**src/rtl/regfile_sync_bypass.sv**
```systemverilog
// rtl/regfile_sync_bypass.sv - two-read/one-write register file with sync read, write bypass and clear sequencer
// Storage array carries no reset so it stays BRAM-mappable; the clear FSM zeroes it after reset instead.
module regfile_sync_bypass #(
  parameter int DATA_WIDTH     = 32,
  parameter int ADDR_WIDTH     = 5,
  parameter bit ZERO_REG       = 1'b1,
  parameter bit BYPASS         = 1'b1,
  parameter bit CLEAR_ON_RESET = 1'b1
) (
  input  logic                  clk,
  input  logic                  reset,
  input  logic                  write,
  input  logic [ADDR_WIDTH-1:0] wrAddr,
  input  logic [DATA_WIDTH-1:0] wrData,
  input  logic                  rdEn,
  input  logic [ADDR_WIDTH-1:0] rdAddrA,
  output logic [DATA_WIDTH-1:0] rdDataA,
  input  logic [ADDR_WIDTH-1:0] rdAddrB,
  output logic [DATA_WIDTH-1:0] rdDataB,
  output logic                  busy
);

  localparam int DEPTH = 2 ** ADDR_WIDTH;

  typedef enum logic {ST_CLEAR, ST_RUN} state_t;
  localparam state_t RESET_STATE = CLEAR_ON_RESET ? ST_CLEAR : ST_RUN;

  state_t                  state_q, state_d;
  logic [ADDR_WIDTH-1:0]   clr_cnt_q, clr_cnt_d;
  logic [DATA_WIDTH-1:0]   rd_data_a_q, rd_data_a_d;
  logic [DATA_WIDTH-1:0]   rd_data_b_q, rd_data_b_d;
  logic [DATA_WIDTH-1:0]   mem [DEPTH];

  logic                    clearing;
  logic                    running;
  logic                    we_eff;
  logic                    mem_we;
  logic [ADDR_WIDTH-1:0]   mem_waddr;
  logic [DATA_WIDTH-1:0]   mem_wdata;

  // FSM: state register
  always_ff @(posedge clk or posedge reset) begin
    if (reset) begin
      state_q <= RESET_STATE;
    end else begin
      state_q <= state_d;
    end
  end

  // FSM: next state; RUN is only left through reset
  always_comb begin
    state_d = state_q;
    if (state_q == ST_CLEAR && clr_cnt_q == {ADDR_WIDTH{1'b1}}) begin
      state_d = ST_RUN;
    end
  end

  // FSM: outputs
  always_comb begin
    clearing = (state_q == ST_CLEAR);
    running  = (state_q == ST_RUN);
    busy     = clearing;
  end

  always_comb begin
    clr_cnt_d = clr_cnt_q;
    if (clearing) begin
      clr_cnt_d = clr_cnt_q + 1'b1;
    end
  end

  // The sequencer owns the single write port while clearing; external writes are dropped.
  always_comb begin
    we_eff    = running && write && !(ZERO_REG && wrAddr == '0);
    mem_we    = clearing || we_eff;
    mem_waddr = clearing ? clr_cnt_q : wrAddr;
    mem_wdata = clearing ? '0 : wrData;
  end

  always_ff @(posedge clk) begin
    if (mem_we) begin
      mem[mem_waddr] <= mem_wdata;
    end
  end

  function automatic logic [DATA_WIDTH-1:0] read_port(input logic [ADDR_WIDTH-1:0] addr);
    if (ZERO_REG && addr == '0) begin
      return '0;
    end else if (BYPASS && we_eff && wrAddr == addr) begin
      return wrData;
    end else begin
      return mem[addr];
    end
  endfunction

  always_comb begin
    rd_data_a_d = rd_data_a_q;
    rd_data_b_d = rd_data_b_q;
    if (clearing) begin
      rd_data_a_d = '0;
      rd_data_b_d = '0;
    end else if (rdEn) begin
      rd_data_a_d = read_port(rdAddrA);
      rd_data_b_d = read_port(rdAddrB);
    end
  end

  always_ff @(posedge clk or posedge reset) begin
    if (reset) begin
      clr_cnt_q   <= '0;
      rd_data_a_q <= '0;
      rd_data_b_q <= '0;
    end else begin
      clr_cnt_q   <= clr_cnt_d;
      rd_data_a_q <= rd_data_a_d;
      rd_data_b_q <= rd_data_b_d;
    end
  end

  assign rdDataA = rd_data_a_q;
  assign rdDataB = rd_data_b_q;

endmodule

```
**config.mk**
```make
export PLATFORM = sky130hd
export DESIGN_NAME = regfile_sync_bypass
export DESIGN_NICKNAME = d
export VERILOG_FILES = /design/src/rtl/regfile_sync_bypass.sv
export SDC_FILE = /design/constraint.sdc
export NUM_CORES = 1
export LEC_CHECK = 0
export CAP_MARGIN = 0
export CORE_ASPECT_RATIO = 0.7
export CORE_MARGIN = 8
export CORE_UTILIZATION = 39
export DETAILED_ROUTE_END_ITERATION = 10
export SYNTH_ARGS = -nofsm -noshare
export SYNTH_HDL_FRONTEND = slang
export SYNTH_SLANG_ARGS = --single-unit
```
**constraint.sdc**
```tcl
create_clock -name clk -period 4.9 [get_ports clk]
set_input_delay 0.735 -clock clk [delete_from_list [all_inputs] [get_ports clk]]
set_output_delay 0.735 -clock clk [all_outputs]
set_load 0.05 [all_outputs]
```
==> impl_metrics.env, run 1 <==
export IMPL_h_tree_depth=3
export IMPL_clkLatencyLatePin_ps=730
export IMPL_timing_critical_path_fanout_max=18
export IMPL_start_util_pct=39.2
export IMPL_number_of_antenna_violations_at_the_first_check_in_global_routing=8
export IMPL_holdCritPathClass="in -> async"
export IMPL_synth_area_leaders="edfxtp_1 (61%), mux4_2 (17%), mux2i_1 (5.2%), dfrtp_1 (3.5%), mux2_2 (1.5%)"
export IMPL_final_period_utilization_pct=75.5
export IMPL_cp_cell_sequence="clkdlybuf4s50_1, or4_1, o21ai_2, buf_4, nor3_1, o21ai_0, nor2_4, buf_4"
export IMPL_critical_path_top_delay_family="buffers and inverters"
export IMPL_final_layout_size_suffix_gt1_share_pct=28.9
export IMPL_seq_power_share_pct=49.0
export IMPL_cp_end_kind="flop"
export IMPL_detailed_place_hpwl_um=105000
export IMPL_syn_inst=2661
export IMPL_rsz0062_at_grt="false"
export IMPL_die_area_um2=141000
export IMPL_dieHeight_um=317
export IMPL_globalRouteOverflowTotal=0
export IMPL_synth_net_count=2714
export IMPL_max_slew_margin_rel_pct=10.9
export IMPL_cell_with_the_most_instances_on_the_worst_path="buf_4"
export IMPL_area_growth_syn_to_layout_pct=14.8
export IMPL_vdd_drop_max_mv=0.247
export IMPL_achievable_frequency_mhz=270
export IMPL_leading_register_cell_type_out_of_synthesis="edfxtp_1"
export IMPL_final_setup_tns_ps=0
export IMPL_timing_critical_path_from_type="input port"
export IMPL_worstMarginPinSlew_ps=1340
export IMPL_yosysTopAreaCell="edfxtp_1"
export IMPL_status="completed"
export IMPL_mappedNetlistArea_um2=50300
export IMPL_nNetsFinal=2861
export IMPL_p_per_area_nw_per_um2=367
export IMPL_first_global_vias=30600
export IMPL_tritoncts_num_buffers=105
export IMPL_cp_arrival_ps=4120
export IMPL_detail_route_drc_violations=0
export IMPL_cellLeakagePower_nw=18.7
export IMPL_cap_viol_max_count=0
export IMPL_placement_rows=110
export IMPL_firstDrtPassIters=5
export IMPL_final_core_util_pct=45.0
export IMPL_synth_enable_flop_cells=1024
export IMPL_crit_type="in -> reg"
export IMPL_synth_seq_cells=1094
export IMPL_grt_max_degree=65
export IMPL_avgSynthCellArea_um2=18.9
export IMPL_report_final_slew_viol_count=0
export IMPL_clock_sink_count=1094
export IMPL_internal_power_mw=16.0
export IMPL_p_clk_share_pct=40.4
export IMPL_worst_endpoint_required_time_ps=5320
export IMPL_final_weighted_congestion_in_routability_driven_placement=0.872
export IMPL_fin_skew_ps=27.7
export IMPL_cts_hold_buffers=0
export IMPL_global_route_usage_total_pct=23.4
export IMPL_cpPeakStageDelay_ps=1020
export IMPL_coreArea_um2=128000
export IMPL_p_total_mw=21.2
export IMPL_ys_warn_count=0
export IMPL_cts_tree="yes"
export IMPL_synth_sequential_area_ratio_pct=64.6
export IMPL_route_detailed_wl_per_inst_um=36.3
export IMPL_async_flop_share_pct=6.40
export IMPL_comb_power_share_pct=10.6
export IMPL_crit_buf_inv=3
export IMPL_netlist_area_leader_share_pct=61.1
export IMPL_critical_path_slowest_cell="o21ai_0"
export IMPL_pin_count=116
export IMPL_wire_length_of_the_first_global_routing_pass_um=238000
export IMPL_post_cts_resized_instances=0
export IMPL_power_net_switching_mw=5.22
export IMPL_switching_share_pct=24.6
export IMPL_post_synth_num_cell_types=48
export IMPL_drt_vias_per_instance=6.55
export IMPL_drt_initial_drc_count=4229
export IMPL_detailroute_via_count=30400
export IMPL_cts_root_to_sink_buffers=3
export IMPL_floorplan_die_width_um=445
export IMPL_cts_post_setup_buffers_inserted=0
export IMPL_final_hold_violation_count=0
export IMPL_numPortBuffers=115
export IMPL_finalSetupViolCount=0
export IMPL_timing_final_crit_period_ps=3700
export IMPL_route_antenna_remaining_nets=0
export IMPL_cts_reportedPaths_clkPinSlew_ps=70
export IMPL_wl_um=168000
export IMPL_ctsRootBufferMaster="clkbuf_16"
==> through the flow <==
stage	hold WS (ps)	cells	worst slack, ps	cell area (um^2)
floorplan	451	2661	1550	50300
global placement	481	4437	369	54200
detailed placement	480	4437	467	54200
CTS	480	4633	1240	57700
global route	513	4633	1100	57700
finish	489	4635	1200	57700
==> final timing paths <==
path                                          startpoint                  endpoint  slack, ps  depth (start not counted)
worst max-delay path                           wrAddr[1]     mem[13][10]$_DFFE_PP_       1200                          8
worst min-delay path                               reset   rdDataB[22]$_DFFE_PP0P_        490                          2
worst max register to register       running$_DFFE_PP0P_      mem[23][2]$_DFFE_PP_       1390                          6
worst min register to register  clr_cnt_q[2]$_DFFE_PP0N_  clr_cnt_q[2]$_DFFE_PP0N_        500                          1
max in group asynchronous                          reset   rdDataA[15]$_DFFE_PP0P_       3380                          3
min in group clk                clr_cnt_q[2]$_DFFE_PP0N_  clr_cnt_q[2]$_DFFE_PP0N_        500                          1
==> kinds of logic (layout without fill, tap and decap cells) <==
| family | count (synthesis) | count (layout) | share of synthesized area [%] |
|---|---|---|---|
| compound gates | 421 | 421 | 7.17 |
| flops | 1094 | 1094 | 64.6 |
| xor+xnor | 13 | 13 | 0.226 |
| mux | 709 | 709 | 23.8 |
| buf+inv | 234 | 470 | 2.27 |
| other cells | 0 | 2 | 0 |
| fa+ha+maj | 2 | 2 | 0.0497 |
| simple gates | 188 | 188 | 1.90 |
==> power by group through the flow <==
stage	registers [mW]	logic, mW	clock network [mW]
2_1_floorplan	10.8	1.07	0
3_3_place_gp	10.6	2.21	0
3_5_place_dp	10.6	2.23	0
4_1_cts	10.4	2.23	8.64
5_1_grt	10.4	2.32	9.02
6_report	10.4	2.25	8.57
==> worst register-to-register path, stage by stage, from the launching register on <==
cell     delay (ps)
dfrtp_2         480
buf_4           430
mux2_2          420
nor2_1          170
o21ai_0         420
nor2_4          810
buf_4           420
==> synthesized netlist by cell type (3+ instances only) <==
| cell | instances |
|---|---|
| edfxtp_1 | 1024 |
| mux4_2 | 383 |
| mux2i_1 | 259 |
| clkbuf_1 | 127 |
| dfrtp_1 | 70 |
| mux2_2 | 67 |
| a221o_1 | 64 |
| o221ai_1 | 64 |
| o22ai_1 | 63 |
| a22o_1 | 59 |
| buf_2 | 59 |
| a211oi_1 | 55 |
| a221oi_1 | 47 |
| nor3_1 | 46 |
| nor2_1 | 43 |
| nand2_1 | 34 |
| and2_1 | 33 |
| a2111oi_1 | 21 |
| buf_6 | 18 |
| a2111oi_2 | 15 |
| buf_4 | 14 |
| xnor2_1 | 13 |
| buf_1 | 10 |
| a21oi_1 | 9 |
| nor2b_1 | 8 |
| a2111oi_0 | 7 |
| inv_1 | 6 |
| a22oi_1 | 5 |
| nand3_1 | 4 |
| or3b_2 | 4 |
| a21o_1 | 3 |
| and3_1 | 3 |
| nand3b_1 | 3 |
==> cells in the final DEF (no fill, tap or decap), types with 15 or more instances in the layout <==
cell	instances
a2111oi_1	21
a2111oi_2	15
a211oi_1	55
a221o_1	64
a221oi_1	47
a22o_1	59
and2_1	32
buf_4	141
bufinv_16	15
clkbuf_1	22
clkbuf_16	108
clkdlybuf4s50_1	105
clkinv_1	19
clkinv_2	18
dfrtp_1	69
edfxtp_1	1024
mux2_2	67
mux2i_1	259
mux4_2	383
nand2_1	34
nor2_4	35
nor3_1	46
o221ai_1	64
o22ai_1	63
==> flip-flops by register name, summed over array words and instances, names as in the netlist <==
signal	cells
mem	1024
rdDataA	32
rdDataB	32
clr_cnt_q	5
running	1
==> routing by layer <==
layer  global-route usage [%]  routed length [um]  vias up
met5                        0                  17        -
met4                     7.37                5810        2
li1                         -                   -    11900
met2                     34.8               74300     1965
met1                     34.0               70200    16200
met3                     5.79               18200      293
==> area by class of cell <==
class | instances | area [um^2]
inverters | 6 | 23.8
repair buffers | 268 | 2470
fillers | 10900 | 70500
well taps | 1736 | 2170
clock inverters | 64 | 747
clock buffers | 132 | 2810
flip-flops and latches | 1094 | 32500
multi-input cells | 1333 | 17000
diodes | 2 | 5.00
Power figures use the tool's default switching activity.
==> run 2: changes to the inputs <==
==> constraint.sdc (replaced) <==
create_clock -name clk -period 3.4 [get_ports clk]
set_input_delay 0.51 -clock clk [delete_from_list [all_inputs] [get_ports clk]]
set_output_delay 0.51 -clock clk [all_outputs]
set_load 0.05 [all_outputs]
==> run 2 against run 1 <==
  * Combinational power grew 50%
  * Hold slack lost 300 ps
  * Non-clock buffer count grew 97
  * Sequential cell count is the same
  * Critical path depth shrank 1
  * Die area is the same
  * Sequential power grew 44%
  * Cell count grew 2.1%
  * Sequential share of layout area shrank 1.5 points
  * Critical endpoint is now rdDataA[25]$_DFFE_PP0P_
  * Largest cell class unchanged
  * Highest routed layer is now met4
==> impl_metrics.env, run 2 (synthesis results as in run 1) <==
export IMPL_status="completed"
export IMPL_placed_cells_incl_taps=4534
export IMPL_timing_critical_path_from_type="input port"
export IMPL_cp_arrival_ps=3790
export IMPL_grt_max_degree=65
export IMPL_ff2ff_path_depth=7
export IMPL_drt_vias_per_instance=6.54
export IMPL_wire_length_of_the_first_global_routing_pass_um=242000
export IMPL_rsz0062_at_grt="false"
export IMPL_regToRegStartpoint="running$_DFFE_PP0P_"
export IMPL_cts_reportedPaths_clkPinSlew_ps=60
export IMPL_clkLatencyLatePin_ps=740
export IMPL_mostFrequentLayoutCell="edfxtp_1"
export IMPL_final_cells=4733
export IMPL_worstMarginPinSlew_ps=1290
export IMPL_fin_skew_ps=46.7
export IMPL_wl_um=172000
export IMPL_placement_rows=110
export IMPL_p_per_area_nw_per_um2=518
export IMPL_p_total_mw=30.7
export IMPL_final_weighted_congestion_in_routability_driven_placement=0.870
export IMPL_cellLeakagePower_nw=19.4
export IMPL_pin_count=116
export IMPL_largest_reg_flops=1024
export IMPL_finalHoldWorstSlack_ps=193
export IMPL_nNetsFinal=2958
export IMPL_final_setup_tns_ps=0
export IMPL_dieHeight_um=317
export IMPL_holdCritPathClass="in -> async"
export IMPL_timing_critical_path_fanout_max=18
export IMPL_die_area_um2=141000
export IMPL_numPortBuffers=115
export IMPL_detailroute_via_count=31000
export IMPL_final_hold_violation_count=0
export IMPL_achievable_frequency_mhz=321
export IMPL_r2r_end="mem[26][17]$_DFFE_PP_"
export IMPL_tritoncts_num_buffers=105
export IMPL_cts_tree="yes"
export IMPL_coreArea_um2=128000
export IMPL_placedInstanceArea_um2=55700
export IMPL_cp_end_kind="flop"
export IMPL_area_growth_syn_to_layout_pct=17.9
export IMPL_number_of_antenna_violations_at_the_first_check_in_global_routing=4
export IMPL_first_global_vias=31200
export IMPL_max_slew_margin_rel_pct=13.8
export IMPL_route_antenna_remaining_nets=0
export IMPL_global_route_usage_total_pct=24.0
export IMPL_final_core_util_pct=46.2
export IMPL_timing_final_crit_period_ps=3110
export IMPL_h_tree_depth=3
export IMPL_drt_initial_drc_count=4759
export IMPL_firstDrtPassIters=6
export IMPL_clock_sink_count=1094
export IMPL_register_area_um2=32500
export IMPL_crit_type="in -> reg"
export IMPL_ctsRootBufferMaster="clkbuf_16"
export IMPL_fillerInstances=10700
export IMPL_cts_post_setup_buffers_inserted=0
export IMPL_post_cts_resized_instances=0
export IMPL_cap_viol_max_count=0
export IMPL_placement_setup_worst_slack_ps=-324
export IMPL_floorplan_die_width_um=445
export IMPL_final_setup_worst_slack_ps=288
export IMPL_finalInstanceArea_um2=59300
export IMPL_multi_input_comb_area_um2=17000
export IMPL_start_util_pct=39.2
export IMPL_r2r_slack_ps=290
export IMPL_vdd_drop_max_mv=0.420
export IMPL_detailed_place_hpwl_um=109000
export IMPL_top_register="mem"
export IMPL_report_final_slew_viol_count=0
export IMPL_final_layout_size_suffix_gt1_share_pct=31.3
export IMPL_finalSetupViolCount=0
export IMPL_final_period_utilization_pct=91.5
export IMPL_globalRouteOverflowTotal=0
export IMPL_worst_endpoint_required_time_ps=4080
export IMPL_cts_hold_buffers=0
export IMPL_cts_root_to_sink_buffers=3
export IMPL_layout_cells_most_common_list="edfxtp_1 (1024), mux4_2 (383), mux2i_1 (259)"
export IMPL_detail_route_drc_violations=0
export IMPL_route_detailed_wl_per_inst_um=36.4
## run 2: cell count changes in the layout (fill, tap and decap cells not counted), moves of 2 or more
cell | previous run | this run
clkbuf_16 | 108 | 106
clkinv_1 | 19 | 15
buf_12 | 14 | 78
buf_4 | 141 | 174
clkinv_16 | 0 | 2
bufinv_16 | 15 | 13
clkinv_2 | 18 | 15
clkbuf_8 | 2 | 11
## run 2: worst max-delay path by stage
stage	startpoint	endpoint	slack, ps
floorplan	running$_DFFE_PP0P_	mem[1][0]$_DFFE_PP_	50
global placement	rdAddrA[3]	rdDataA[5]$_DFFE_PP0P_	-310
detailed placement	rdAddrA[3]	rdDataA[5]$_DFFE_PP0P_	-320
CTS	running$_DFFE_PP0P_	mem[30][21]$_DFFE_PP_	350
finish	rdAddrA[3]	rdDataA[25]$_DFFE_PP0P_	290
global route	running$_DFFE_PP0P_	mem[30][21]$_DFFE_PP_	220
## run 2: cell type report
cell class                 count  share of cell area (%)
tap                         1736                    3.66
sequential                  1094                    54.8
inverter                       6                  0.0401
clock buffer                 140                    4.87
antenna                        1                 0.00422
clock inverter                58                    1.20
multi-input combinational   1333                    28.7
timing repair buffer         365                    6.75
## run 2: metal layers
layer / global-route usage, % / wire length (um) / vias up / share of wire [%]
li1: - / - / 12100 / -
met1: 34.6 / 70700 / 16500 / 41
met2: 35.3 / 75200 / 2083 / 44
met3: 7.29 / 21200 / 329 / 12
met4: 6.75 / 5370 / 0 / 3.1
met5: 0 / 0 / - / 0
## run 2: worst max-delay path: stages
cell and delay (ps):
buf_2 400, nor2b_4 1110, buf_4 330, a22o_1 290, a2111oi_2 80, nor3_1 830
a221o_1 210
## run 2: where the power goes
group          switching [mW]  internal [mW]  leakage [nW]
combinational            2.10           1.28          7.56
sequential              0.126           14.9          10.1
clock                    5.34           7.00          1.74
total                    7.56           23.1          19.4
